==> src/rtl/snoop_pkg.sv <==
// Shared constants and types for the ACE snoop dispatcher: snoop encodings,
// CRRESP bit positions and the dispatcher FSM state encoding.
package snoop_pkg;

    localparam int unsigned LINE_BEATS = 16;

    localparam logic [3:0] SnoopReadShared  = 4'b0001;
    localparam logic [3:0] SnoopReadUnique  = 4'b0111;
    localparam logic [3:0] SnoopMakeInvalid = 4'b1101;

    localparam int unsigned RespDataTransfer = 0;
    localparam int unsigned RespError        = 1;
    localparam int unsigned RespPassDirty    = 2;
    localparam int unsigned RespIsShared     = 3;
    localparam int unsigned RespWasUnique    = 4;

    typedef enum logic [2:0] {
        StIdle,
        StAcReq,
        StCrWait,
        StCdCollect,
        StRsp,
        StDataOut
    } state_e;

endpackage

==> src/rtl/snoop_line_buffer.sv <==
// Line buffer for one snooped cache line: single write port, asynchronous read port.
// Storage is deliberately not reset; stale beats are simply overwritten by the next line.
module snoop_line_buffer #(
    parameter int unsigned DATA_W = 32,
    parameter int unsigned DEPTH  = 16
) (
    input  logic                     clk,
    input  logic                     we,
    input  logic [$clog2(DEPTH)-1:0] waddr,
    input  logic [DATA_W-1:0]        wdata,
    input  logic [$clog2(DEPTH)-1:0] raddr,
    output logic [DATA_W-1:0]        rdata
);

    logic [DATA_W-1:0] mem [DEPTH];

    always_ff @(posedge clk) begin
        if (we) begin
            mem[waddr] <= wdata;
        end
    end

    assign rdata = mem[raddr];

endmodule

==> src/rtl/snoop_dispatcher.sv <==
// ACE snoop-channel master toward one peer L1: issues a single snoop on AC, collects the
// CR response and optional CD line, then returns the summary and buffered line to the requester.
module snoop_dispatcher
    import snoop_pkg::*;
#(
    parameter int unsigned ADDR_W = 32,
    parameter int unsigned DATA_W = 32,
    parameter int unsigned BEATS  = LINE_BEATS
) (
    input  logic              ACLK,
    input  logic              ARESETn,
    input  logic              req_valid,
    output logic              req_ready,
    input  logic [ADDR_W-1:0] req_addr,
    input  logic [3:0]        req_snoop,
    input  logic [2:0]        req_prot,
    output logic              ACVALID,
    input  logic              ACREADY,
    output logic [ADDR_W-1:0] ACADDR,
    output logic [3:0]        ACSNOOP,
    output logic [2:0]        ACPROT,
    input  logic              CRVALID,
    output logic              CRREADY,
    input  logic [4:0]        CRRESP,
    input  logic              CDVALID,
    output logic              CDREADY,
    input  logic [DATA_W-1:0] CDDATA,
    input  logic              CDLAST,
    output logic              rsp_valid,
    input  logic              rsp_ready,
    output logic [4:0]        rsp_resp,
    output logic              rsp_err,
    output logic              out_valid,
    input  logic              out_ready,
    output logic [DATA_W-1:0] out_data,
    output logic              out_last
);

    state_e            state_q, state_d;
    logic [ADDR_W-1:0] addr_q;
    logic [3:0]        snoop_q;
    logic [2:0]        prot_q;
    logic [4:0]        resp_q;
    logic              err_q;
    logic [3:0]        cnt_q;
    logic [3:0]        rd_q;

    logic cd_fire;
    logic cd_end;

    assign cd_fire = (state_q == StCdCollect) && CDVALID;
    assign cd_end  = cd_fire && (CDLAST || (cnt_q == 4'd15));

    always_ff @(posedge ACLK or negedge ARESETn) begin
        if (!ARESETn) begin
            state_q <= StIdle;
        end else begin
            state_q <= state_d;
        end
    end

    always_comb begin
        state_d = state_q;
        unique case (state_q)
            StIdle:      if (req_valid) state_d = StAcReq;
            StAcReq:     if (ACREADY) state_d = StCrWait;
            StCrWait: begin
                if (CRVALID) begin
                    state_d = CRRESP[RespDataTransfer] ? StCdCollect : StRsp;
                end
            end
            StCdCollect: if (cd_end) state_d = StRsp;
            StRsp: begin
                if (rsp_ready) begin
                    state_d = resp_q[RespDataTransfer] ? StDataOut : StIdle;
                end
            end
            StDataOut:   if (out_ready && (rd_q == 4'd15)) state_d = StIdle;
            default:     state_d = StIdle;
        endcase
    end

    always_comb begin
        req_ready = 1'b0;
        ACVALID   = 1'b0;
        CRREADY   = 1'b0;
        CDREADY   = 1'b0;
        rsp_valid = 1'b0;
        out_valid = 1'b0;
        out_last  = 1'b0;
        unique case (state_q)
            StIdle:      req_ready = 1'b1;
            StAcReq:     ACVALID   = 1'b1;
            StCrWait:    CRREADY   = 1'b1;
            StCdCollect: CDREADY   = 1'b1;
            StRsp:       rsp_valid = 1'b1;
            StDataOut: begin
                out_valid = 1'b1;
                out_last  = (rd_q == 4'd15);
            end
            default: ;
        endcase
    end

    // AC payload comes straight from the latch so it stays stable while the peer forms CRRESP
    assign ACADDR   = addr_q;
    assign ACSNOOP  = snoop_q;
    assign ACPROT   = prot_q;
    assign rsp_resp = resp_q;
    assign rsp_err  = resp_q[RespError] | err_q;

    always_ff @(posedge ACLK or negedge ARESETn) begin
        if (!ARESETn) begin
            addr_q  <= '0;
            snoop_q <= '0;
            prot_q  <= '0;
            resp_q  <= '0;
            err_q   <= 1'b0;
            cnt_q   <= '0;
            rd_q    <= '0;
        end else begin
            if ((state_q == StIdle) && req_valid) begin
                addr_q  <= req_addr;
                snoop_q <= req_snoop;
                prot_q  <= req_prot;
                err_q   <= 1'b0;
                rd_q    <= '0;
            end
            if ((state_q == StCrWait) && CRVALID) begin
                resp_q <= CRRESP;
                cnt_q  <= '0;
            end
            if (cd_fire) begin
                cnt_q <= cnt_q + 4'd1;
                // Early or missing CDLAST is a peer protocol violation; the line still completes
                if (CDLAST != (cnt_q == 4'd15)) begin
                    err_q <= 1'b1;
                end
            end
            if ((state_q == StDataOut) && out_ready) begin
                rd_q <= rd_q + 4'd1;
            end
        end
    end

    snoop_line_buffer #(
        .DATA_W (DATA_W),
        .DEPTH  (BEATS)
    ) u_line_buffer (
        .clk   (ACLK),
        .we    (cd_fire),
        .waddr (cnt_q),
        .wdata (CDDATA),
        .raddr (rd_q),
        .rdata (out_data)
    );

endmodule

==> config.mk <==
export PLATFORM = sky130hd
export DESIGN_NAME = snoop_dispatcher
export DESIGN_NICKNAME = d
export VERILOG_FILES = /design/src/rtl/snoop_pkg.sv /design/src/rtl/snoop_line_buffer.sv /design/src/rtl/snoop_dispatcher.sv
export SDC_FILE = /design/constraint.sdc
export NUM_CORES = 1
export LEC_CHECK = 0
export ABC_AREA = 1
export BUFFER_PORTS_ARGS = -buffer_cell sky130_fd_sc_hd__buf_4
export CAP_MARGIN = 25
export CELL_PAD_IN_SITES_DETAIL_PLACEMENT = 1
export CELL_PAD_IN_SITES_GLOBAL_PLACEMENT = 2
export CORE_ASPECT_RATIO = 1.5
export CORE_MARGIN = 4
export CORE_UTILIZATION = 41
export DETAILED_ROUTE_END_ITERATION = 12
export PLACE_DENSITY = 0.83
export SYNTH_ARGS = -nofsm -noshare
export SYNTH_HDL_FRONTEND = slang
export SYNTH_SLANG_ARGS = --single-unit
==> constraint.sdc <==
create_clock -name ACLK -period 3.15 [get_ports ACLK]
set_input_delay 0.63 -clock ACLK [delete_from_list [all_inputs] [get_ports ACLK]]
set_output_delay 0.63 -clock ACLK [all_outputs]
set_load 0.01 [all_outputs]
* Word level (Yosys, flattened, before mapping)
Memory sizes are Yosys's and may differ from the RTL's. Index checks and enable logic that the tools add are counted.
Word-level totals: memory bits (writable) 512, input bits 85, flip-flop bits (word level) 56, memories kept 1
Operators by class: muxes and demuxes 25, bitwise logic cells 1, reduce and logical (&&, ||, !) cells 11, equality and inequality tests 14, add/sub/neg operators 2
Memories:
- u_line_buffer.mem | words 16, width 32, read ports 1, clocked after Yosys merged registers in 0, write ports 1, RTL line snoop_line_buffer.sv:15 | logic [DATA_W-1:0] mem [DEPTH];
Operators with widths (count):
- $mux 3 | 8
- $pmux 3 s6 | 1
- $mux 4 | 4
- $mux 1 | 12
- $ne 2x2->1 const B | 6
- $add 4x1->4 const B | 2
- $eq 4x4->1 const B | 2
- $eq 3x2->1 const B | 2
- $eq 3x3->1 const B | 2
- $logic_and 1x1->1 | 6
- $reduce_and 6->1 | 1
- $reduce_bool 2->1 | 2
- $eq 3x1->1 const B | 1
- $logic_not 3->1 | 1
- $logic_or 1x1->1 | 1
- $ne 1x1->1 | 1
- $or 1x1->1 | 1

* Depth between registers and ports, before layout
Gate-level depths: netlist of the first run.
depth in word-level cells 5, gate-level depth with buffers 11, gate-level depth less buffers 11

* By module
Synthesis of the first run repeated with hierarchy kept, for this count alone.
Unflattened totals: cell total of the unflattened synthesis 2383, area total of the unflattened synthesis 24601.1 um^2
By module, submodules not included:
- snoop_line_buffer | sequential area each 15374.7 um^2, cells an instance 2088, instances 1, area an instance 22089.9 um^2
- snoop_dispatcher | sequential area each 1401.3 um^2, cells an instance 295, instances 1, area an instance 2511.2 um^2

* Worst setup path after synthesis of the first run
Ideal clock, no wire load.
kind in2reg, from input port CDVALID, to memory u_line_buffer.mem[15][0], enable pin, path slack 0.305 ns, buffers on the path 0, arrival time 2.424 ns, stages 6, data required time 2.728 ns, cells stage by stage inv_1 > nor2_8 > inv_2 > nor2_4 > inv_2 > nor2_1
On the way: word-level cells in the longest chain between the ends 3
RTL lines:
- start, declared | RTL line snoop_dispatcher.sv:25 | input logic CDVALID,
- $logic_and 1x1->1 | RTL line snoop_dispatcher.sv:51 | assign cd_fire = (state_q == StCdCollect) && CDVALID;
- $mux 1 | RTL line snoop_line_buffer.sv:18 | if (we) begin
- $mux 1 (implied by the code) | RTL line snoop_line_buffer.sv:19 | mem[waddr] <= wdata;
- end, declared | RTL line snoop_line_buffer.sv:15
Every way passes these cells.

* Final worst setup path of the first run
from register rd_q[0], to output port out_data[1]
On the way: word-level cells in the longest chain between the ends 1
RTL lines:
- start, declared | RTL line snoop_dispatcher.sv:46 | logic [3:0] rd_q;
- start signal, assigned | RTL line snoop_dispatcher.sv:141 | rd_q <= rd_q + 4'd1;
- $mem_v2 16x32
- end, declared | RTL line snoop_dispatcher.sv:35 | output logic [DATA_W-1:0] out_data,
Every way passes these cells.

==> results.txt, run 1 <==
----------------------------------------------------
[Run status]
  Result of the run ... complete, no violations

[Synthesis]
  Post-synthesis average cell area ... between 10 and 15 um2
  Mapped cell area ... 23800 um2
  Count of distinct cell types in the synthesized netlist ... 29
  Register area share after synthesis ... between 70% and 80%
  Top cells by area in the synthesized netlist ... edfxtp_1 (65%), nand2_1 (9.6%), nand3_1 (6.5%), dfrtp_1 (5.9%), inv_1 (3.4%)
  Most frequent cell after synthesis ... nand2_1
  EDFF count, synth ... just over 500
  Flop and latch count out of synthesis ... 568
  Cells after synthesis ... between 2000 and 2500
  Synth area leader ... edfxtp_1
  Net count after synthesis ... 2202
  Commonest cells post-synth ... nand2_1 (610), edfxtp_1 (512), nand3_1 (307), inv_1 (214), o211ai_1 (96)
  Area share of the largest cell type after synthesis ... between 60% and 70%
  Number of warnings issued by yosys ... 0
  Most common flop cell mapped by yosys ... edfxtp_1
  Ys async rst share ... 9.859%

[Floorplanning]
  Site row count ... around 110
  Die boundary width ... just over 200 um
  Top-Level Pins ... ~170
  Std-Cell Core Area ... 57170 um2
  Effective utilization at floorplan ... 41.64%
  Die Height ... between 300 and 400 um
  Die Area ... 62050 um2

[Detailed routing]
  First-pass iteration count of the detailed router ... 5
  Violation count after the first detailed-routing iteration ... 963
  Vias per std cell ... 5.294
  Sum of routed wire length over all layers ... 68.01 mm
  Detail-routed net length per standard cell ... 22.15 um
  DR DRC count ... 0
  ANT nets after route ... 0
  Count of vias placed by the detailed router ... 16260

[Clock tree]
  Clock Tree Buf Depth ... 3
  CTS buffer count ... 54
  Root buffer cell ... clkbuf_16
  Number of sinks on the clock net ... 568
  H-tree depth reported by CTS ... 2
  Count of hold buffers inserted by post-cts repair ... 0
  Clock tree from TritonCTS ... done
  Clock slew at reported path FFs ... 0.06 ns
  Insertion delay to the later sink of the worst-skew pair ... 0.60 ns

[STA]
  Hold violation total from the final report ... 0
  Relative slew slack ... 47.13%
  Clock Skews ... 0.01788 ns
  Pin slew with the least headroom to its limit ... 0.7903 ns
  Maximum achievable frequency ... between 0.3 and 0.4 GHz
  Tcrit/Tclk final ... between 90% and 100%
  Count of final max-slew check failures ... 0
  Period minus WS final ... 3.072 ns
  Number of setup violations in the final report ... 0
  Setup TNS Final ... 0 ns
  Setup repair after global routing missed its margin ... yes

[Critical path]
  Slowest stage cell, crit path ... dfrtp_4
  Number of cells on the worst reg-to-reg path ... 7
  Critical path startpoint category ... flop
  Arrival time of data at the critical path endpoint ... 2.44 ns
  Worst endpoint required time ... 2.52 ns
  Crit end category ... primary output
  Most frequent CP cell ... nand3_1
  Slowest cell delay on critical path ... 0.58 ns
  Maximum net fanout on the critical path ... 78
  Startpoint-to-endpoint class of the critical path ... flop to primary output
  Reg2Reg Launch Point ... state_q[0]
  Top Family by Delay on Critical Path ... simple AND/OR/NAND/NOR gates
  Worst R2R End ... u_line_buffer.mem[5][12]
  R2r setup slk ... roughly 0.82 ns
  Crit path buf inv count ... 2
  Cell-by-cell listing of the critical path ... bufbuf_16, or2_2, nand3_1, nand3_1, nand3_1, nand2_1, buf_4

[Pwr]
  Clock group share of total power ... 31.9%
  Worst ir drop on vdd ... about 0.55 mV
  Proportion of power drawn by flip-flops and latches ... roughly two fifths
  Post-route total power ... 21.25 mW
  Internal power of the cells ... 14.63 mW
  Portion of total power attributed to combinational logic ... between 20% and 30%
  Pwr per Cell Area ... 757.6 nW/um2
  Switching power of the nets ... 6.622 mW
  Leakage dissipation ... around 11 nW
  Sw frac ... roughly 31%

[Run]
  Max-Cap Viols ... 0

[Global route]
  First-pass GRT wire length ... 104.4 mm
  Global-route usage over all layers ... 21.86%
  GR Util met2 ... approximately two fifths
  Met1 routing resource usage after global routing ... approximately a quarter
  Most Used Layer, Global Route ... met2
  Via count of the first global-routing pass ... approximately 18000
  Met3 Usage GRT ... around 5%
  Aggregate global routing overflow ... 0
  Maximum number of pins on one net before global-route repair ... 103
  Initial antenna violation count ... 3

[Placement]
  Total of buffers placed on input and output ports ... about 170
  Detailed-placement wirelength estimate ... 37.17 mm
  Global placer's final weighted congestion ... between 0.7 and 0.8
  Cell count after placement ... 2965

[Final layout]
  Final Util ... 49.07%
  Total number of nets in the final design ... 2354
  Share of post-route cells with drive strength above 1 ... 15.70%
  Growth of design area from synthesis to finish ... 17.85%
  Final instance count without filler cells ... 3071

[Worst hold path]
  Class of the worst hold path ... input port to async pin

----------------------------------------------------
-- layout make-up --
| cell class | instances | area (um2) |
|---|---|---|
| flip-flops and latches | 568 | 16790 |
| clock inverters | 33 | 384.1 |
| well taps | 763 | 954.7 |
| inverters | 222 | 864.6 |
| multi-input cells | 1200 | 5632 |
| clock buffers | 66 | 1428 |
| diodes | 2 | 5.005 |
| repair buffers | 217 | 1998 |
| fillers | 6065 | 29110 |
-- layout by cell type, fill, tap and decap left out, drive strengths merged --
cell type,count
o211ai,96
bufbuf,1
or2,33
buf,214
clkbuf,68
inv,222
bufinv,9
ha,6
o22ai,1
diode,2
dfrtp,56
o21ai,40
clkinvlp,2
clkinv,22
nand2,614
xor2,1
nor3,3
nand3b,1
edfxtp,512
a22o,1
nand3,307
nor2,97
-- registers in the layout, indices dropped and copies added (netlist names) --
name / count
state_q: 3
err_q: 1
u_line_buffer.mem: 512
cnt_q: 4
ACPROT: 3
ACSNOOP: 4
rd_q: 4
ACADDR: 32
rsp_resp: 5
-- power groups by stage --
stage | Combinational [mW] | Clock [mW] | Sequential, mW
final | 5.62 | 6.78 | 8.86
after global routing | 6.28 | 7.23 | 8.90
after CTS | 5.53 | 6.93 | 8.85
after detailed placement | 5.37 | 0 | 8.99
after global placement | 5.19 | 0 | 8.97
after floorplan | 3.29 | 0 | 9.04
-- metrics by stage --
step | hold slack [ns] | worst slack (ns) | cell area [um2]
5_1_grt | 0.1500 | -0.05775 | 28050
3_5_place_dp | 0.4641 | 0.5911 | 26080
4_1_cts | 0.09737 | 0.009797 | 27940
2_1_floorplan | 0.3344 | 0.3046 | 23800
6_report | 0.1003 | 0.07843 | 28050
3_3_place_gp | 0.4555 | 0.6372 | 26080
-- cells by family (layout without fill, tap and decap cells) --
family / count (synthesis) / in the layout / share of synthesized area (%)
compound gates: 138 / 138 / 3.932
fa+ha+maj: 6 / 6 / 0.3154
flops: 568 / 568 / 70.48
xor+xnor: 1 / 1 / 0.03680
buf+inv: 343 / 538 / 6.366
simple gates: 1055 / 1055 / 18.87
other cells: 0 / 2 / 0
-- metal layers --
layer  vias up  wire length [um]
met5         -                 7
met4         2              1233
li1       7433                 -
met3        85              4711
met2       427             35210
met1      8311             26850
-- repair_timing --
item,CTS,global route
cloned,1,2
endpoints found under the setup margin,18,16
buffers inserted,0,2
gates resized for setup,5,6
pin swaps,0,0
endpoints found under the hold margin,0,0
-- worst max path at each step --
stage                                    end  cells after the start     from
finish                           out_data[1]                      7  rd_q[0]
global route                    out_data[23]                      8  rd_q[0]
floorplan           u_line_buffer.mem[15][0]                      6  CDVALID
detailed placement              out_data[19]                      9  rd_q[0]
CTS                             out_data[19]                      9  rd_q[0]
global placement                out_data[20]                      8  rd_q[1]
No activity file was read; power rests on OpenSTA's default activity.
==> run 2, diff against run 1 <==
--- a/config.mk
+++ b/config.mk
@@ -11,7 +11,6 @@
 export CELL_PAD_IN_SITES_DETAIL_PLACEMENT = 1
 export CELL_PAD_IN_SITES_GLOBAL_PLACEMENT = 2
 export CORE_ASPECT_RATIO = 1.5
-export CORE_MARGIN = 4
 export CORE_UTILIZATION = 41
 export DETAILED_ROUTE_END_ITERATION = 12
 export PLACE_DENSITY = 0.83
==> constraint.sdc (replaced) <==
create_clock -name ACLK -period 3.46 [get_ports ACLK]
set_input_delay 0.692 -clock ACLK [delete_from_list [all_inputs] [get_ports ACLK]]
set_output_delay 0.692 -clock ACLK [all_outputs]
set_load 0.01 [all_outputs]
==> results.txt, run 2 (synthesis results as in run 1) <==
----------------------------------------------------
[STA]
  Hold violation total from the final report ... 0 (unchanged)
  Setup repair after global routing missed its margin ... no (was yes)
  Maximum achievable frequency ... 0.3008 GHz
  Worst Hold Margin ... 0.1666 ns (was 0.1003 ns)
  Pin slew with the least headroom to its limit ... 1.035 ns (was 0.7903 ns)
  Setup TNS Final ... 0 ns (unchanged)
  Slack of the critical path ... 0.1354 ns (was 0.07843 ns)
  Period minus WS final ... roughly 3.3 ns
  Count of final max-slew check failures ... 0 (unchanged)
  Tcrit/Tclk final ... 96.09%
  Number of setup violations in the final report ... 0 (unchanged)
  Relative slew slack ... 30.98% (was 47.13%)
  Clock Skews ... 0.02033 ns (was 0.01788 ns)

[Floorplanning]
  Effective utilization at floorplan ... 41.74% (was 41.64%)
  Top-Level Pins ... 169 (unchanged)
  Die Area ... 59040 um2 (was 62050 um2)
  Site row count ... 107 (unchanged)
  Die Height ... 297.1 um (was 303.1 um)
  Die boundary width ... 198.7 um (was 204.7 um)
  Std-Cell Core Area ... 57030 um2 (was 57170 um2)

[Detailed routing]
  Detail-routed net length per standard cell ... 21.43 um (was 22.15 um)
  DR DRC count ... 0 (unchanged)
  Sum of routed wire length over all layers ... 65.72 mm (was 68.01 mm)
  Violation count after the first detailed-routing iteration ... 1008 (was 963)
  Count of vias placed by the detailed router ... 16060 (was 16260)
  Vias per std cell ... 5.236 (was 5.294)
  ANT nets after route ... 0 (unchanged)
  First-pass iteration count of the detailed router ... 5 (unchanged)

[Placement]
  Total of buffers placed on input and output ports ... 168 (unchanged)
  Global placer's final weighted congestion ... 0.7581 (was 0.7673)
  Post-place instance area ... 25990 um2 (was 26080 um2)
  Detailed-placement wirelength estimate ... 37.47 mm (was 37.17 mm)
  Placement Setup Slack ... 0.7105 ns (was 0.5911 ns)

[Global route]
  Via count of the first global-routing pass ... 17540 (was 17790)
  First-pass GRT wire length ... 101.2 mm (was 104.4 mm)
  Initial antenna violation count ... 2 (was 3)
  Aggregate global routing overflow ... 0 (unchanged)
  Maximum number of pins on one net before global-route repair ... 99 (was 103)
  Global-route usage over all layers ... 22.63% (was 21.86%)

[Clock tree]
  Insertion delay to the later sink of the worst-skew pair ... 0.60 ns (about the same)
  Root buffer cell ... clkbuf_16 (unchanged)
  Count of hold buffers inserted by post-cts repair ... 0 (unchanged)
  H-tree depth reported by CTS ... 2 (unchanged)
  Resized Gates After CTS ... 0 (was 5)
  CTS buffer count ... 54 (unchanged)
  Clock tree from TritonCTS ... done (unchanged)
  Number of sinks on the clock net ... 568 (unchanged)
  Postcts setup bufs ... 0 (unchanged)
  Clock slew at reported path FFs ... 0.06 ns (about the same)
  Clock Tree Buf Depth ... 3 (unchanged)

[Final layout]
  Largest register FFs ... 512 (unchanged)
  Commonest cells after routing, fill and taps aside ... nand2_1 (610), edfxtp_1 (512), nand3_1 (307) (was nand2_1 (609), edfxtp_1 (512), nand3_1 (307))
  Total number of nets in the final design ... 2349 (was 2354)
  Largest reg by FF count ... u_line_buffer.mem (unchanged)
  Final Cell Area ... 27700 um2 (was 28050 um2)
  Layout fillers ... 6116 (was 6065)
  Share of post-route cells with drive strength above 1 ... 15.37% (was 15.70%)
  Growth of design area from synthesis to finish ... 16.36% (was 17.85%)
  Most common cell after layout, fill and taps aside ... nand2_1 (unchanged)

[Pwr]
  Worst ir drop on vdd ... 0.3429 mV (was 0.5518 mV)
  Leakage dissipation ... 11.02 nW (was 11.15 nW)
  Pwr per Cell Area ... 673.8 nW/um2 (was 757.6 nW/um2)

[Critical path]
  Maximum net fanout on the critical path ... 54 (was 78)
  Startpoint-to-endpoint class of the critical path ... flop to primary output (unchanged)
  Arrival time of data at the critical path endpoint ... 2.63 ns (was 2.44 ns)
  Crit end category ... primary output (unchanged)
  Number of cells on the worst reg-to-reg path ... 7 (unchanged)
  Critical path startpoint category ... flop (unchanged)
  Worst endpoint required time ... 2.77 ns (was 2.52 ns)

[Run status]
  Result of the run ... complete, no violations (unchanged)

[Run]
  Max-Cap Viols ... 0 (unchanged)

[Worst hold path]
  Class of the worst hold path ... input port to async pin (unchanged)

----------------------------------------------------
## run 2: cell types whose count changed in the layout (fill, tap and decap cells not counted), sizes merged
cell	change
clkbuf	+7
bufinv	-6
buf	-2
clkinvlp	-2
bufbuf	-1
diode	-1
inv	+1
## run 2: final cells by class
class	instances	area, um2	area share (%)
clock inverter	26	197.7	0.7137
timing repair buffer	212	1783	6.437
multi-input combinational	1200	5629	20.32
antenna	1	2.502	0.009035
inverter	222	840.8	3.036
tap	763	954.7	3.447
sequential	568	16790	60.60
clock buffer	75	1504	5.430
## run 2: metal layers
metal  part of all wire, %  GRT usage [%]  vias to the layer above  wire, um
li1                      -              -                     7419         -
met1                    40          27.25                     8155     26580
met2                    52          40.32                      368     34090
met3                   4.7          3.719                      115      3099
met4                   2.9          8.095                        2      1931
met5                 0.020              0                        -        13
## run 2: worst paths after layout
kind / from / end / slack (ns)
setup reg to reg: state_q[0] / u_line_buffer.mem[10][6] / 0.83
max in group asynchronous: ARESETn / rd_q[0] / 2.71
hold reg to reg: ACSNOOP[3] / ACSNOOP[3] / 0.47
hold / removal: ARESETn / ACADDR[0] / 0.17
setup / recovery: rd_q[0] / out_data[4] / 0.14
min in group ACLK: CRRESP[1] / rsp_resp[1] / 0.28
## run 2: power by group
part	internal [mW]	switching [mW]	leakage (nW)
Clock	3.25	2.55	0.842
Combinational	1.76	3.04	4.87
Sequential	7.82	0.240	5.30
## run 2: worst max-delay path, stage by stage (launching register included)
cell and delay [ns]:
dfrtp_4 0.56, inv_6 0.34, buf_12 0.32, nand2_1 0.09
o211ai_1 0.09, nand3_1 0.16, nand3_1 0.13, nand2_1 0.10
buf_4 0.16
## run 2: per-stage QoR
stage | total power, mW | utilization (%) | std cells
floorplan | 11.22 | - | 2111
global placement | 12.90 | 45.57 | 2965
detailed placement | 13.07 | 45.57 | 2965
CTS | 18.88 | 48.55 | 3066
global route | 19.61 | 48.57 | 3067
finish | 18.66 | 48.57 | 3067
